===== config.mk =====
export PLATFORM = sky130hd
export DESIGN_NAME = lc4_fetch_queue
export DESIGN_NICKNAME = d
export VERILOG_FILES = /design/src/rtl/lc4_fetch_queue.sv
export SDC_FILE = /design/constraint.sdc
export NUM_CORES = 1
export LEC_CHECK = 0
export CAP_MARGIN = 0
export CORE_MARGIN = 2
export CORE_UTILIZATION = 49
export CTS_BUF_LIST = sky130_fd_sc_hd__clkbuf_4 sky130_fd_sc_hd__clkbuf_8 sky130_fd_sc_hd__clkbuf_16
export DETAILED_ROUTE_END_ITERATION = 16
export GPL_TIMING_DRIVEN = 0
export PLACE_DENSITY = 0.71
export SLEW_MARGIN = 20
export SYNTH_ARGS = -nofsm -noshare
export SYNTH_HDL_FRONTEND = slang
export SYNTH_SLANG_ARGS = --single-unit
export TNS_END_PERCENT = 100

===== constraint.sdc =====
create_clock -name clk -period 2.34 [get_ports clk]
set_input_delay 0.468 -clock clk [delete_from_list [all_inputs] [get_ports clk]]
set_output_delay 0.468 -clock clk [all_outputs]
set_load 0.02 [all_outputs]

===== src/rtl/lc4_fetch_queue.sv =====
// Instruction-fetch front end for the LC4 i1 memory port: issues sequential PCs, tracks
// requests through a fixed read latency, and buffers returned words for decode.
module lc4_fetch_queue #(
   parameter int          MEM_LATENCY = 0,
   parameter int          FIFO_DEPTH  = 4,
   parameter logic [15:0] RESET_PC    = 16'h8200
) (
   input  logic        clk,
   input  logic        rst,
   input  logic        gwe,
   input  logic        redirect_valid,
   input  logic [15:0] redirect_pc,
   output logic        imem_re,
   output logic [15:0] imem_addr,
   input  logic [15:0] imem_data,
   output logic        insn_valid,
   output logic [15:0] insn,
   output logic [15:0] insn_pc,
   input  logic        insn_ready,
   output logic        busy
);
   localparam int PW = $clog2(FIFO_DEPTH);
   localparam int CW = PW + 1;

   logic [15:0]   fetch_pc_q, fetch_pc_d;
   logic [CW-1:0] count_q, count_d;
   logic [PW-1:0] rd_q, rd_d, wr_q, wr_d;
   logic [15:0]   data_q [FIFO_DEPTH];
   logic [15:0]   pc_q   [FIFO_DEPTH];

   logic          advance, issue, push, pop, head_valid;
   logic          ret_valid, pipe_busy;
   logic [15:0]   ret_pc;
   logic [4:0]    inflight;

   // Credit counts only registered occupancy; a pop this cycle frees a slot next cycle.
   assign advance    = gwe & rst & ~redirect_valid;
   assign head_valid = (count_q != '0);
   assign issue      = advance & ((32'(count_q) + 32'(inflight)) < 32'(FIFO_DEPTH));
   assign push       = advance & ret_valid;
   assign pop        = advance & head_valid & insn_ready;

   if (MEM_LATENCY == 0) begin : g_direct
      assign ret_valid = issue;
      assign ret_pc    = fetch_pc_q;
      assign inflight  = '0;
      assign pipe_busy = 1'b0;
   end else begin : g_pipe
      logic [MEM_LATENCY-1:0] v_q;
      logic [15:0]            pc_pipe_q [MEM_LATENCY];

      always_ff @(posedge clk) begin
         if (!rst) begin
            v_q <= '0;
         end else if (gwe) begin
            // NOTE: non-blocking assignments make every stage read its neighbour's old value.
            v_q[0] <= issue;
            for (int i = 1; i < MEM_LATENCY; i++) begin
               v_q[i] <= redirect_valid ? 1'b0 : v_q[i-1];
            end
         end
      end

      // NOTE: PC datapath carries no reset; the valid bits alone decide what is real.
      always_ff @(posedge clk) begin
         if (gwe) begin
            pc_pipe_q[0] <= fetch_pc_q;
            for (int i = 1; i < MEM_LATENCY; i++) begin
               pc_pipe_q[i] <= pc_pipe_q[i-1];
            end
         end
      end

      always_comb begin
         inflight = '0;
         for (int i = 0; i < MEM_LATENCY; i++) begin
            inflight = inflight + 5'(v_q[i]);
         end
      end

      assign ret_valid = v_q[MEM_LATENCY-1];
      assign ret_pc    = pc_pipe_q[MEM_LATENCY-1];
      assign pipe_busy = |v_q;
   end

   always_comb begin
      // NOTE: every next-state signal gets its hold value first so no path infers a latch.
      fetch_pc_d = fetch_pc_q;
      count_d    = count_q;
      rd_d       = rd_q;
      wr_d       = wr_q;
      if (gwe) begin
         if (redirect_valid) begin
            fetch_pc_d = redirect_pc;
            count_d    = '0;
            rd_d       = '0;
            wr_d       = '0;
         end else begin
            if (issue) fetch_pc_d = fetch_pc_q + 16'd1;
            if (push)  wr_d = wr_q + PW'(1);
            if (pop)   rd_d = rd_q + PW'(1);
            if (push && !pop)      count_d = count_q + CW'(1);
            else if (pop && !push) count_d = count_q - CW'(1);
         end
      end
   end

   always_ff @(posedge clk) begin
      if (!rst) begin
         fetch_pc_q <= RESET_PC;
         count_q    <= '0;
         rd_q       <= '0;
         wr_q       <= '0;
      end else begin
         fetch_pc_q <= fetch_pc_d;
         count_q    <= count_d;
         rd_q       <= rd_d;
         wr_q       <= wr_d;
      end
   end

   always_ff @(posedge clk) begin
      if (push) begin
         data_q[wr_q] <= imem_data;
         pc_q[wr_q]   <= ret_pc;
      end
   end

   assert property (@(posedge clk) disable iff (!rst) (push && !pop) |-> (count_q < CW'(FIFO_DEPTH)));

   assign imem_re    = issue;
   assign imem_addr  = fetch_pc_q;
   assign insn_valid = rst & head_valid;
   assign insn       = insn_valid ? data_q[rd_q] : 16'h0000;
   assign insn_pc    = insn_valid ? pc_q[rd_q]   : 16'h0000;
   assign busy       = rst & pipe_busy;
endmodule

==> results of run 1 <==
-- power by group through the flow --
stage	Clock (uW)	Combinational (uW)	Sequential, uW
finish	2930	564	3070
global route	3060	601	3080
CTS	2950	524	3070
detailed placement	0	490	3120
global placement	0	475	3120
floorplan	0	237	3120
-- layer usage --
| metal | wire, um | share of wire | vias to the layer above |
|---|---|---|---|
| li1 | - | - | 1845 |
| met1 | 6490 | 0.42 | 2071 |
| met2 | 7720 | 0.50 | 176 |
| met3 | 970 | 0.063 | 18 |
| met4 | 193 | 0.013 | 0 |
| met5 | 0 | 0 | - |
-- worst max-delay path, delay by kind of cell (launching register included) --
family | cells | cell delay [ps]
multiplexers | 1 | 510
AND/OR/NAND/NOR | 1 | 150
flip-flops | 1 | 330
buffers and inverters | 4 | 510
-- sequential cells by signal (all words and copies together) (netlist names), named ones only --
| signal | count |
|---|---|
| rd_q | 2 |
| wr_q | 2 |
| count_q | 3 |
| pc_q | 64 |
| data_q | 64 |
| imem_addr | 16 |
-- path summary, 6_finish.rpt --
| check | from | to | slack, ps | depth (start not counted) |
|---|---|---|---|---|
| worst min-delay path | wr_q[0] | wr_q[0] | 510 | 2 |
| worst max register to register | count_q[2] | count_q[1] | 180 | 8 |
| worst min register to register | wr_q[0] | wr_q[0] | 510 | 2 |
| worst max-delay path | flip-flop | insn_pc[4] | -60 | 6 |
-- cells by family (layout without fill, tap and decap cells) --
family,after synthesis,after routing
and+or+nand+nor,120,120
adders and majority gates,6,6
other,1,1
buffers and inverters,37,166
DFF,153,153
AOI/OAI and AO/OA,57,57
muxes,35,35
-- cell usage in the layout, fill, tap and decap left out, types with 3 or more instances in the layout --
cell,Yosys,layout
a21oi_1,7,7
nand2_1,18,18
buf_16,0,3
o22ai_1,4,4
nor2b_1,36,19
nand3_1,10,10
dfxtp_1,25,24
or3_1,3,3
edfxtp_1,128,128
ha_1,5,5
nand3b_1,5,5
and3_2,0,4
and2_1,4,4
a31oi_1,5,5
clkinv_4,0,3
nand4_1,4,4
o21a_1,4,4
nor4_1,9,9
clkinv_1,0,4
clkbuf_1,13,6
clkbuf_4,0,7
nor3_1,5,4
buf_6,0,17
inv_1,12,12
buf_12,0,11
bufinv_16,0,5
a22oi_1,4,4
clkdlybuf4s50_1,0,50
buf_2,10,18
nor2b_4,0,16
clkbuf_16,0,17
mux4_2,32,32
buf_4,1,7
nor2_1,11,11
o21ai_0,12,12
-- timing repair --
action | CTS | global route
hold buffers | 0 | 0
hold endpoints to repair | 0 | 0
gates cloned | 3 | 0
pin swaps | 2 | 0
gates resized for setup | 190 | 50
endpoints found under the setup margin | 36 | 34
buffers inserted | 3 | 3
-- layout make-up --
cell class | instances | area, um^2 | share of cell area
Tap cell | 172 | 215 | 0.0251
Clock inverter | 14 | 204 | 0.0238
Buffer | 25 | 201 | 0.0235
Timing Repair Buffer | 97 | 1030 | 0.121
Sequential cell | 153 | 4350 | 0.507
Clock buffer | 18 | 433 | 0.0505
Inverter | 12 | 45.0 | 0.00526
Multi-Input combinational cell | 219 | 2090 | 0.244
-- metrics by stage --
step | setup TNS, ps | hold slack (ps) | cell area [um^2]
CTS | -1480 | 507 | 8380
finish | -812 | 512 | 8560
floorplan | 0 | 466 | 6430
detailed placement | -37510 | 494 | 7570
global placement | -153650 | 483 | 7480
global route | -2510 | 514 | 8560
==> results.md, run 1 <==
- Internal Pwr Total: between 5000 and 6000 uW
- Num CTS Buffers: 17
- Worst slack at placement: -674 ps
- Vias/cell: 5.79
- Total die area: 14000 um^2
- Count leader, synth: edfxtp_1
- Worst EP required: 1870 ps
- First-pass GRT wire length: 23700 um
- Chip width: 119 um
- Slowest stage delay, CP: 510 ps
- Synth Area in Adders: 0.0129
- Number of synthesized register bits: 153
- Largest area contributor in the netlist: edfxtp_1
- Clk sink count: around 150
- Post-Route WL: between 15000 and 20000 um
- Core area: around 13000 um^2
- Non-Filler Instances: 710
- Worst-Skew Late Latency: a little over 400 ps
- Mapped Nets: approximately 450
- Gp weighted congestion: about 0.89
- Hold Path Class: flip-flop to flip-flop
- Clk network pwr share: 0.446
- Dominant synthesized flop cell: edfxtp_1
- Status: complete, but fails checks
- Seq pwr share: 0.468
- Net Sw Frac: 0.212
- Antenna violations before repair: 0
- Layout cells sized above 1: 0.294
- Crit-path cells: buf_6 > buf_12 > buf_12 > mux4_2 > nor2b_4 > buf_6
- Worst rel slew slack: 0.617
- DP HPWL: 9580 um
- Clock skew: between 10 and 15 ps
- Max Cap Viol: 0
- LEAKAGE: 0.00290 uW
- Final worst-path cycle share: 1.02
- Hold Violations, Final: 0
- Synth cell count leaders: edfxtp_1, nor2b_1, mux4_2
- CTS Root Cell: clkbuf_16
- Sequential area share after synthesis: 0.676
- Vias in the first global route: 4247
- Die H: 119 um
- Largest net degree at the start of global routing: 27
- Met2 usage: 0.360
- Total GRT Usage: 0.225
- XOR/XNOR share of the synthesized area: 0
- Tmin final: 2400 ps
- First drt pass iteration count: 5
- Mapped Area: between 6000 and 7000 um^2
- GRT busiest layer: met2
- Final net count: 568
- Fmax: 0.417 GHz
- VDD IR-drop max: around 0.00048 V
- Total grt overflow: 0
- Synth Area in Compound Gates: 0.0604
- Site Rows: 41
- DRT iter0 DRCs: ~390
- Setup-failing EPs final: 30
- Async SR Flop Fraction: 0
- Slew Viols, Final: 0
- Switch Pwr: 1390 uW
- Starting Density: 0.505
- DR vias: 4110
- Fill cells: 901
- Reg clk slew, reported paths: 60 ps
- CTS Buffer Depth: 2
- DRT antenna net count: 0
- Synthesized area per cell: about 16 um^2
- Area contributors post-synth: edfxtp_1, mux4_2, dfxtp_1
- Critical Path AT: 1930 ps
- Area fraction of the dominant cell type after synthesis: 0.598
- YS warnings: 0
- Critical-path top delay cell: mux4_2
- Total Power: 6560 uW
- IO Port Bufs: 84
- Routed len/inst: 21.7 um
- Worst setup SP type: flip-flop
- Synth-to-Final Area Change: 33.3%
- Post-synth EDFFs: about 130
- Pwr Density: between 700 and 800 nW/um^2
- Drc violations: 0
- Setup repair after global routing missed its margin: yes
- Least-Margin Pin Slew: 575 ps
- Worst-path maximum fanout: 5
- Count of cell types in the netlist: 53
- Post-synthesis mux area share: 0.117
- Met1 usage: 0.296
- Met3 Use GR: 0.0618
- # diodes: 0
- Worst setup path category: flip-flop to output pin
- Synth Instances: a little over 400
- Failing checks: setup timing
- CTS tree: yes
- Slack of the critical path: -58.1 ps
- IO Count: 88
- Gate power share: 0.086
- Simple-gate portion of the synthesized area: 0.109
- Largest family of logic cells by synthesized area: multiplexers
- CP endpoint kind: output pin
- Placed Cells: approximately 670
- Final core utilization: 0.673
- H-tree lvl count: 4
(Power assumes the default switching activity.)
==> run 2: changes to the inputs <==
--- a/config.mk
+++ b/config.mk
@@ -7,11 +7,10 @@
 export LEC_CHECK = 0
 export CAP_MARGIN = 0
 export CORE_MARGIN = 2
-export CORE_UTILIZATION = 49
+export CORE_UTILIZATION = 55
 export CTS_BUF_LIST = sky130_fd_sc_hd__clkbuf_4 sky130_fd_sc_hd__clkbuf_8 sky130_fd_sc_hd__clkbuf_16
 export DETAILED_ROUTE_END_ITERATION = 16
-export GPL_TIMING_DRIVEN = 0
-export PLACE_DENSITY = 0.71
+export PLACE_DENSITY = 0.8
 export SLEW_MARGIN = 20
 export SYNTH_ARGS = -nofsm -noshare
 export SYNTH_HDL_FRONTEND = slang
==> constraint.sdc (replaced) <==
create_clock -name clk -period 2.75 [get_ports clk]
set_input_delay 0.55 -clock clk [delete_from_list [all_inputs] [get_ports clk]]
set_output_delay 0.55 -clock clk [all_outputs]
set_load 0.02 [all_outputs]
==> run 2 against run 1 <==
Compared with the run above: the flow now finishes without violations; total power shrank 19%; global-route usage down 0.12 points; utilization rose by 4.0 points; via count is 2.7% lower; clock power shrank 22%; critical path depth decreased by 2; count of clock-buffer cells in the layout unchanged; final cell count down 6.5%; die area down 11%; critical path type is now input port to output pin; largest cell class unchanged; largest power group unchanged; highest routed layer unchanged.
==> results.md, run 2 (same netlist as run 1, synthesis figures left out) <==
- Num CTS Buffers: 17 (unchanged)
- # diodes: 0 (unchanged)
- Clock skew: 11.5 ps (+0.586 ps)
- Final core utilization: 0.714 (+0.0404)
- Drc violations: 0 (unchanged)
- Total die area: 12600 um^2 (-11%)
- Fill cells: 756 (-16%)
- LEAKAGE: 0.00276 uW (-4.9%)
- Critical Path AT: 2130 ps (+200 ps)
- Vias in the first global route: 4004 (-5.7%)
- Site Rows: 39 (-4.9%)
- Flop-to-flop setup slack: 610 ps (+430 ps)
- Worst-path maximum fanout: 27 (+22)
- Gp weighted congestion: 0.871 (-2.3%)
- Worst-Skew Late Latency: 410 ps (about the same)
- Hold Violations, Final: 0 (unchanged)
- Antenna violations before repair: 0 (unchanged)
- Leading cell types in the layout, fill and taps excluded: edfxtp_1, clkdlybuf4s50_1, nor2b_1
- Hold Path Stages: 2 (unchanged)
- Max Cap Viol: 0 (unchanged)
- IO Port Bufs: 86 (+2.4%)
- DRT iter0 DRCs: 375 (-2.8%)
- Fmax: 0.373 GHz
- Pwr Density: 651 nW/um^2 (-15%)
- Routed len/inst: 20.7 um (-4.6%)
- First-pass GRT wire length: 21400 um (-9.7%)
- CTS Root Cell: clkbuf_16
- DR vias: 3997 (-2.7%)
- Worst hold path endpoint: wr_q[0]
- Hold Path Class: flip-flop to flip-flop
- Status: finished clean
- Starting Density: 0.563 (+0.0577)
- DP HPWL: 8450 um (-12%)
- VDD IR-drop max: 0.000389 V (-19%)
- Non-Filler Instances: 664 (-6.5%)
- Reg2Reg Depth: 5 (-3)
- Final net count: 551 (-3.0%)
- Worst setup SP type: input port
- Total GRT Usage: 0.224 (-0.00118)
- Worst EP required: 2200 ps (+330 ps)
- Most common cell after layout, fill and taps aside: edfxtp_1
- Total grt overflow: 0 (unchanged)
- Slew Viols, Final: 0 (unchanged)
- Die H: 112 um (-5.4%)
- Core area: 11400 um^2 (-10%)
- CTS Buffer Depth: 2 (unchanged)
- Total Power: 5300 uW (-19%)
- Chip width: 112 um (-5.4%)
- Synth-to-Final Area Change: 26.8%
- CP endpoint kind: output pin
- Cts hold-fix bufs: 0 (unchanged)
- Post-Route WL: 13700 um (-11%)
- Reg2Reg Capture Point: imem_addr[10]
- Worst hold path startpoint: wr_q[0]
- Layout cells sized above 1: 0.182 (-0.111)
- Largest net degree at the start of global routing: 50 (+85%)
- RR Startpoint: imem_addr[0]
- Slack of the critical path: 66.4 ps (+124 ps)
- Placed Cells: 632 (-5.5%)
- Setup repair after global routing missed its margin: no
- Critical path startpoint: rst
- Worst slack at placement: 18.2 ps (+692 ps)
- CTS tree: yes
- Final worst-path cycle share: 0.976
- First drt pass iteration count: 5 (unchanged)
- Seq. cell area: 4350 um^2 (about the same)
- Setup Fix Bufs, Post-CTS: 0 (-3)
- Worst setup path category: input port to output pin
- Setup-failing EPs final: 0 (-100%)
- Setup TNS Final: 0 ps (+812 ps)
- Tmin final: 2680 ps
- Vias/cell: 6.02 (+4.0%)
- Clk sink count: 153 (unchanged)
- DRT antenna net count: 0 (unchanged)
- H-tree lvl count: 4 (unchanged)
- Multi-input gate area: 1940 um^2 (-7.2%)
- Reg clk slew, reported paths: 60 ps (about the same)
- IO Count: 88 (unchanged)
[run 2: worst max path at each step]
stage / endpoint / slack (ps)
5_1_grt: imem_re / 6
3_5_place_dp: insn[9] / 20
3_3_place_gp: insn_pc[15] / 40
6_report: imem_re / 70
4_1_cts: insn_valid / 10
2_1_floorplan: data_q[1][0] / 340
[run 2: critical path: stages]
cell and delay [ps]:
clkdlybuf4s50_1 490, buf_4 290, and2_1 200, clkdlybuf4s50_1 610
[run 2: timing repair]
| item | 4_1_cts | 5_1_grt |
|---|---|---|
| gates resized for setup | 32 | 1 |
| setup endpoints to repair | 32 | 1 |
| hold endpoints to repair | 0 | 0 |
[run 2: where the power goes]
part           total (uW)  internal (uW)  switching (uW)
registers            2600           2560            48.2
logic                 412            196             217
clock network        2290           1420             862
[run 2: routing by layer]
layer / global-route usage / vias up / routed length, um
met1: 0.306 / 1986 / 5700
met4: 0.0585 / 0 / 126
met5: 0 / - / 0
met3: 0.0567 / 14 / 832
li1: - / 1814 / -
met2: 0.367 / 183 / 7060
[run 2: through the flow]
| step | cell area [um^2] | hold slack [ps] |
|---|---|---|
| 2_1_floorplan | 6430 | 466 |
| 3_3_place_gp | 7590 | 478 |
| 3_5_place_dp | 7590 | 516 |
| 4_1_cts | 8140 | 524 |
| 5_1_grt | 8150 | 565 |
| 6_report | 8150 | 515 |
[run 2: final cells by class]
type	count	share of cell area
Multi-Input combinational cell	219	0.238
Clock inverter	14	0.0192
Clock buffer	18	0.0531
Timing Repair Buffer	105	0.129
Tap cell	143	0.0220
Inverter	12	0.00553
Sequential cell	153	0.533
